## src/rtl/seg_disp_sched_pkg.sv

```systemverilog
// Shared types and constants for the segment display scheduler.
// State encodings double as the grant vector.
package seg_disp_sched_pkg;

    typedef enum logic [1:0] {
        IDLE = 2'b00,
        OWN0 = 2'b01,
        OWN1 = 2'b10
    } state_e;

    localparam logic [3:0] HEX_IDLE = 4'h0;
    localparam logic [3:0] DP_IDLE  = 4'b1111;

endpackage

```

## src/rtl/seg_disp_sched_dwell_timer.sv

```systemverilog
// Saturating dwell counter measuring how long the current owner has held
// the display; done marks that the minimum hold time has elapsed.
module dwell_timer #(
    parameter int DWELL = 25000000,
    parameter int CW    = 25
) (
    input  logic clk,
    input  logic reset,
    input  logic clr,
    input  logic en,
    output logic done
);

    localparam logic [CW-1:0] LAST = CW'(DWELL - 1);

    logic [CW-1:0] count_q;
    logic [CW-1:0] count_d;

    // Clear on ownership change, otherwise count up and hold at LAST.
    always_comb begin
        count_d = count_q;
        if (clr) begin
            count_d = '0;
        end else if (en && count_q != LAST) begin
            count_d = count_q + 1'b1;
        end
    end

    // Count register.
    always_ff @(posedge clk or posedge reset) begin
        if (reset) begin
            count_q <= '0;
        end else begin
            count_q <= count_d;
        end
    end

    assign done = (count_q == LAST);

endmodule

```

## src/rtl/seg_disp_sched.sv

```systemverilog
// Two-requester arbiter for a shared 4-digit display with a minimum dwell
// per owner; the display registers always show the next owner's data.
import seg_disp_sched_pkg::*;

module seg_disp_sched #(
    parameter int DWELL = 25000000,
    parameter int CW    = 25
) (
    input  logic        clk,
    input  logic        reset,
    input  logic [1:0]  req,
    input  logic [15:0] data0,
    input  logic [15:0] data1,
    input  logic [3:0]  dp0,
    input  logic [3:0]  dp1,
    output logic [1:0]  gnt,
    output logic [3:0]  hex3,
    output logic [3:0]  hex2,
    output logic [3:0]  hex1,
    output logic [3:0]  hex0,
    output logic [3:0]  dp_out,
    output logic        busy
);

    state_e      state_q;
    state_e      state_d;
    logic        last_q;
    logic        last_d;
    logic [15:0] hex_q;
    logic [15:0] hex_d;
    logic [3:0]  dp_q;
    logic [3:0]  dp_d;
    logic        dwell_done;
    logic        dwell_clr;
    logic        dwell_en;

    // Ownership decision: ties go to the requester not served last, and an
    // owner is preempted only by a waiting requester once dwell has elapsed.
    always_comb begin
        state_d = state_q;
        unique case (state_q)
            IDLE: begin
                unique case (req)
                    2'b01:   state_d = OWN0;
                    2'b10:   state_d = OWN1;
                    2'b11:   state_d = last_q ? OWN0 : OWN1;
                    default: state_d = IDLE;
                endcase
            end
            OWN0: begin
                if (!req[0]) begin
                    state_d = req[1] ? OWN1 : IDLE;
                end else if (req[1] && dwell_done) begin
                    state_d = OWN1;
                end
            end
            OWN1: begin
                if (!req[1]) begin
                    state_d = req[0] ? OWN0 : IDLE;
                end else if (req[0] && dwell_done) begin
                    state_d = OWN0;
                end
            end
            default: state_d = IDLE;
        endcase
    end

    // Pointer and display data follow whoever owns the display next.
    always_comb begin
        last_d = last_q;
        hex_d  = {HEX_IDLE, HEX_IDLE, HEX_IDLE, HEX_IDLE};
        dp_d   = DP_IDLE;
        unique case (state_d)
            OWN0: begin
                last_d = 1'b0;
                hex_d  = data0;
                dp_d   = dp0;
            end
            OWN1: begin
                last_d = 1'b1;
                hex_d  = data1;
                dp_d   = dp1;
            end
            default: begin
                last_d = last_q;
            end
        endcase
    end

    // State, last-served pointer and display registers.
    always_ff @(posedge clk or posedge reset) begin
        if (reset) begin
            state_q <= IDLE;
            last_q  <= 1'b1;
            hex_q   <= {HEX_IDLE, HEX_IDLE, HEX_IDLE, HEX_IDLE};
            dp_q    <= DP_IDLE;
        end else begin
            state_q <= state_d;
            last_q  <= last_d;
            hex_q   <= hex_d;
            dp_q    <= dp_d;
        end
    end

    assign dwell_clr = (state_d != state_q);
    assign dwell_en  = (state_q != IDLE);

    dwell_timer #(
        .DWELL (DWELL),
        .CW    (CW)
    ) u_dwell (
        .clk   (clk),
        .reset (reset),
        .clr   (dwell_clr),
        .en    (dwell_en),
        .done  (dwell_done)
    );

    assign gnt    = state_q;
    assign busy   = (state_q != IDLE);
    assign hex3   = hex_q[15:12];
    assign hex2   = hex_q[11:8];
    assign hex1   = hex_q[7:4];
    assign hex0   = hex_q[3:0];
    assign dp_out = dp_q;

endmodule
```

## config.mk

```make
export PLATFORM = sky130hd
export DESIGN_NAME = seg_disp_sched
export DESIGN_NICKNAME = d
export VERILOG_FILES = /design/src/rtl/seg_disp_sched_pkg.sv /design/src/rtl/seg_disp_sched_dwell_timer.sv /design/src/rtl/seg_disp_sched.sv
export SDC_FILE = /design/constraint.sdc
export NUM_CORES = 1
export LEC_CHECK = 0
export ABC_AREA = 0
export ABC_CLOCK_PERIOD_IN_PS = 3900
export CAP_MARGIN = 20
export CORE_AREA = 5 5 88 90
export DETAILED_ROUTE_END_ITERATION = 6
export DIE_AREA = 0 0 93 95
export GPL_TIMING_DRIVEN = 0
export PLACE_DENSITY = 0.61
export SYNTH_ARGS = -nofsm -noshare
export SYNTH_HDL_FRONTEND = slang
export SYNTH_SLANG_ARGS = --single-unit
```

## constraint.sdc

```tcl
create_clock -name clk -period 3.9 [get_ports clk]
set_clock_uncertainty 0.2 [all_clocks]
set_input_delay 0.39 -clock clk [delete_from_list [all_inputs] [get_ports clk]]
set_output_delay 0.39 -clock clk [all_outputs]
set_load 0.05 [all_outputs]
```

Word-level counts from Yosys, hierarchy flattened
Cells that the tools add are included. W data, S select, Z words.

Register bits: 48. Logic and storage cells: 37.

Add/subtract/negate cells: 1. Eq/ne operators: 10. Multiplexer cells: 14. Reductions and logical operators: 7.

Operators with widths (count): $mux W25 (2); $pmux W16 S2 (1); $add A25 B1 Y25 const B (1); $eq A25 B25 Y1 const B (1); $ne A25 B25 Y1 const B (1); $mux W2 (6); $pmux W2 S3 (2); $eq A2 B2 Y1 const B (4); $pmux W4 S2 (1); $eq A2 B1 Y1 const B (3); $reduce_bool A2 Y1 (3); $logic_and A1 B1 Y1 (3); $logic_not A2 Y1 (1); $ne A2 B2 Y1 (1); $pmux W1 S2 (1); $mux W1 (1).

Depth between registers and ports, before layout
Word-level depth: 7. Mapped depth: 11. Gate-level depth less buffers: 9.

By module
From an unflattened synthesis, not the netlist that was laid out.

Cell total of the unflattened synthesis: 257. Area, all modules: 2521.2 um^2.

Modules (own cells, without submodules): dwell_timer (times used 1, cells each 167, area an instance 1514.0 um^2, sequential area each 625.6 um^2); seg_disp_sched (times used 1, cells each 90, area an instance 1007.2 um^2, sequential area each 581.8 um^2).

Worst setup path after synthesis
Ideal clock, no wire load.

Path type: reg-to-reg. Start point: register state_q[1] (netlist: gnt[1]). End point: register hex_q[0]. Setup time: 66 ps. Arrival time: 3208 ps. Required time: 3634 ps. Setup slack: 425 ps. Stages on the path, launching flop included: 12. Path buffers: 4. Period minus slack after synthesis: 3475 ps. Cells stage by stage: dfrtp_1 > clkbuf_1 > or2_2 > clkbuf_1 > nor2_1 > o21ai_0 > o2111a_1 > ha_1 > nor2b_1 > clkbuf_1 > clkbuf_1 > a22o_1.

Word-level cells in the longest chain between the ends: 5. Elaborated cells on any way between the ends: 11.

Ends and longest elaborated chain: start: declaration (RTL line seg_disp_sched.sv:25) `state_e state_q;`; start signal: assignment (RTL line seg_disp_sched.sv:98) `state_q <= state_d;`; $mux W2 (on tied branches) (RTL line seg_disp_sched.sv:60, seg_disp_sched.sv:53); $mux W2 (on tied branches) (RTL line seg_disp_sched.sv:58, seg_disp_sched.sv:51); $pmux W2 S3 * (RTL line seg_disp_sched.sv:41) `unique case (state_q)`; net state_d[1] (RTL line seg_disp_sched.sv:26) `state_e state_d;`; $eq A2 B2 Y1 / $eq A2 B1 Y1 (equally long branches) (RTL line seg_disp_sched.sv:73) `unique case (state_d)`; $pmux W16 S2 * (RTL line seg_disp_sched.sv:73); net hex_d[0] (RTL line seg_disp_sched.sv:30) `logic [15:0] hex_d;`; end signal: assignment (RTL line seg_disp_sched.sv:95) `hex_q <= {HEX_IDLE, HEX_IDLE, HEX_IDLE, HEX_IDLE};`; end: declaration (RTL line seg_disp_sched.sv:29) `logic [15:0] hex_q;`.

The timed path passes the listed nets; every way through them passes the cells marked *. A chain may end at the register's enable or synchronous reset.

Worst setup path after layout
Start point: register u_dwell.count_q[17]. End point: register hex_q[8].

Word-level cells in the longest chain between the ends: 7. Elaborated cells on any way between the ends: 11.

Ends and longest elaborated chain: start: declaration (RTL line seg_disp_sched_dwell_timer.sv:16) `logic [CW-1:0] count_q;`; start signal: assignment (RTL line seg_disp_sched_dwell_timer.sv:34) `count_q <= count_d;`; $eq A25 B25 Y1 * (RTL line seg_disp_sched_dwell_timer.sv:38) `assign done = (count_q == LAST);`; $logic_and A1 B1 Y1 (on tied branches) (RTL line seg_disp_sched.sv:60, seg_disp_sched.sv:53); $mux W2 (on tied branches) (RTL line seg_disp_sched.sv:60, seg_disp_sched.sv:53); $mux W2 (on tied branches) (RTL line seg_disp_sched.sv:58, seg_disp_sched.sv:51); $pmux W2 S3 * (RTL line seg_disp_sched.sv:41); net state_d[1] (RTL line seg_disp_sched.sv:26); $eq A2 B2 Y1 / $eq A2 B1 Y1 (equally long branches) (RTL line seg_disp_sched.sv:73); $pmux W16 S2 * (RTL line seg_disp_sched.sv:73); net hex_d[8] (RTL line seg_disp_sched.sv:30).

Marked as above.

==> flow_metrics.env <==
export IMPL_start_util_pct=33.9
export IMPL_ys_seq_elements=48
export IMPL_clkTransAtPathRegs_ns=0.09
export IMPL_max_freq_ghz=0.275
export IMPL_relSlewSlack_pct=64.1
export IMPL_syn_avg_cell_area_um2=10.6
export IMPL_grt_pass1_wl_um=9440
export IMPL_tritoncts="done"
export IMPL_grt_pass1_vias=2074
export IMPL_cp_buffers_inverters=3
export IMPL_grt_max_degree=31
export IMPL_synthCells=224
export IMPL_dpl_worst_slack_ns=0.103
export IMPL_crit_arrival_ns=3.67
export IMPL_maxCapViolations=0
export IMPL_path_cells="or3b_1, or4_1, buf_2, nor4_1, o21ai_0, o2111a_1, ha_1, nor2b_1, clkbuf_1, clkbuf_2, a22o_1"
export IMPL_num_fill_cells=674
export IMPL_worstPathRequired_ns=3.93
export IMPL_hold_buffers=0
export IMPL_cp_top_family="simple AND/OR/NAND/NOR gates"
export IMPL_cp_slowest_cell="dfrtp_1"
export IMPL_die_h_um=95
export IMPL_synth_edf_count=0
export IMPL_hold_violations=0
export IMPL_synth_main_ff_cell="dfrtp_1"
export IMPL_synthAdderAreaFrac_pct=2.11
export IMPL_finalMaxSlewViolations=0
export IMPL_vias=1980
export IMPL_tightest_slew_ns=0.537
export IMPL_syn_area_mm2=0.00237
export IMPL_drt_antenna_violating_nets=0
export IMPL_cp_start_kind="flip-flop"
export IMPL_rsz0062_at_grt="no"
export IMPL_root_buffer="clkbuf_8"
export IMPL_drt_wl_total_um=5560
export IMPL_setup_tns_ns=0
export IMPL_die_x_um=93
export IMPL_yosysTopAreaCell="dfrtp_1"
export IMPL_synth_area_mux_share_pct=0.423
export IMPL_num_antenna_cells=0
export IMPL_setup_violations=0
export IMPL_vias_per_cell=5.20
export IMPL_crit_fanout=10
export IMPL_io_buffers=66
export IMPL_seq_area_frac_synth_pct=51.0
export IMPL_peakVddDrop_v=0.000186
export IMPL_synth_top_family_by_area="simple AND/OR/NAND/NOR gates"
export IMPL_antenna_found_initial=0
export IMPL_leakage_uw=0.00132
export IMPL_fin_total_pwr_uw=1350
export IMPL_gp_congestion=0.812
export IMPL_wire_per_inst_um=14.6
export IMPL_synthArstFlopShare_pct=100
export IMPL_cp_end_kind="flip-flop"
export IMPL_cpPeakStageDelay_ns=0.44
export IMPL_synth_yosys_warnings=0
export IMPL_clock_latency_ns=0.30
export IMPL_period_share_pct=93.2
export IMPL_cts_sinks=48
export IMPL_overflow=0
export IMPL_multi_input_area_mm2=0.00105
export IMPL_regArea_mm2=0.00121
export IMPL_dieArea_mm2=0.00884
export IMPL_synth_cell_types=42
export IMPL_ys_top_cells_by_area="dfrtp_1, a22o_1, dfstp_2, xor2_1, nor2_1"
export IMPL_htree_levels=2
export IMPL_rows=31
export IMPL_nets=346
export IMPL_post_cts_buffers=0
export IMPL_cts_buffers=5
export IMPL_hold_ws_ns=0.207
export IMPL_synth_xor_area_share_pct=7.77
export IMPL_clk_path_buf_depth=2
export IMPL_postPlaceCellArea_mm2=0.00315
export IMPL_drtIter0Drc=90
export IMPL_ioPinCount=67
export IMPL_critical_path_class="flip-flop to flip-flop"
export IMPL_synth_top_area_share_pct=45.5
export IMPL_postSynthNetCount=272
export IMPL_min_period_ns=3.64
export IMPL_synthSimpleGateAreaFrac_pct=19.7
export IMPL_grt_usage_pct=13.3
export IMPL_final_setup_worst_slack_ns=0.264
export IMPL_drc=0
export IMPL_power_density_mw_per_mm2=415
export IMPL_final_layout_size_suffix_gt1_share_pct=8.70
export IMPL_status="complete, no violations"
export IMPL_design_area_mm2=0.00326
export IMPL_core_area_mm2=0.00698
export IMPL_dr_pass1_iters=4
export IMPL_min_path_type="input port to asynchronous set/reset pin"
export IMPL_dpl_hpwl_um=4270
export IMPL_area_growth_pct=37.5
export IMPL_synth_compound_area_share_pct=14.1
kinds of logic (layout without fill, tap and decap cells):
kind of cell               Yosys count  after routing
muxes                                1              1
and+or+nand+nor                     87             87
DFF                                 48             48
AOI/OAI and AO/OA                   43             43
xor gates and xnor gates            21             21
buffers and inverters               20             95
adders and majority gates            4              4
cell type report:
type | count | area share, %
flip-flops and latches | 48 | 37.1
well taps | 82 | 3.15
repair buffers | 67 | 20.9
plain buffers | 12 | 2.73
multi-input cells | 156 | 32.2
inverters | 8 | 0.922
clock buffers | 6 | 2.54
clock inverters | 2 | 0.423
placed cells by master (no fill, tap or decap), types with 2 or more instances in the layout:
cell type / instances
a21o_1: 2
a22o_1: 16
nor3_1: 6
and4_1: 2
clkbuf_1: 6
dfstp_2: 5
nor2_1: 25
a21oi_1: 6
or4_1: 3
ha_1: 4
o21ai_0: 3
xnor2_1: 10
clkbuf_8: 6
or3_1: 4
or2_2: 2
o211ai_1: 3
a221o_1: 4
dfrtp_1: 43
nor4_1: 4
o31ai_1: 4
nand4_1: 5
nand2_1: 7
nand3b_1: 3
o22ai_1: 2
and3_1: 4
nor2b_1: 2
clkdlybuf4s50_1: 66
inv_1: 7
xor2_1: 11
clkbuf_2: 2
buf_12: 3
nand3_1: 12
final timing paths:
check / start / endpoint / slack, ns / cells after the start
worst max-delay path: u_dwell.count_q[17] / hex_q[8] / 0.26 / 11
worst min-delay path: reset / hex_q[15] / 0.21 / 2
worst max register to register: u_dwell.count_q[17] / hex_q[8] / 0.26 / 11
worst min register to register: last_q / last_q / 0.35 / 1
max in group asynchronous: reset / last_q / 2.74 / 3
min in group clk: last_q / last_q / 0.35 / 1
repair_timing:
action	4_1_cts	5_1_grt
hold endpoints to repair	0	0
endpoints found under the setup margin	0	11
gates resized for setup	0	5
routing by layer:
layer / global-route usage (%) / up-vias / part of all wire (%)
li1: - / 963 / -
met1: 15.3 / 939 / 41
met2: 21.8 / 71 / 45
met3: 6.77 / 7 / 12
met4: 3.42 / 0 / 1.2
met5: 0 / - / 0
synthesized netlist by cell type, drive strengths merged (5+ instances only):
library cell and count:
nand3 12, dfrtp 43, dfstp 5, nand2 7, a22o 16, clkbuf 8, nor3 6, inv 8
a21oi 6, xor2 11, nand4 5, xnor2 10, nor4 5, nor2 25
flip-flops by register name, indices dropped and copies added, names as in the netlist:
signal           flops
dp_out               4
u_dwell.count_q     25
last_q               1
gnt                  2
hex_q               16
metrics by stage:
step | instances | util, %
finish | 381 | 46.6
CTS | 381 | 46.5
detailed placement | 373 | 45.1
global placement | 372 | 44.8
global route | 381 | 46.6
floorplan | 224 | -
power breakdown:
group	internal [µW]	total, µW	switching (µW)
Combinational	188	464	276
Clock	145	312	167
Sequential	555	575	20.2
Total	888	1350	463
worst register-to-register path, stage by stage, from the launching register on:
cell	delay, ns
dfrtp_1	0.44
or3b_1	0.39
or4_1	0.40
buf_2	0.19
nor4_1	0.31
o21ai_0	0.16
o2111a_1	0.19
ha_1	0.38
nor2b_1	0.14
clkbuf_1	0.29
clkbuf_2	0.29
a22o_1	0.17
(Power assumes the default switching activity.)
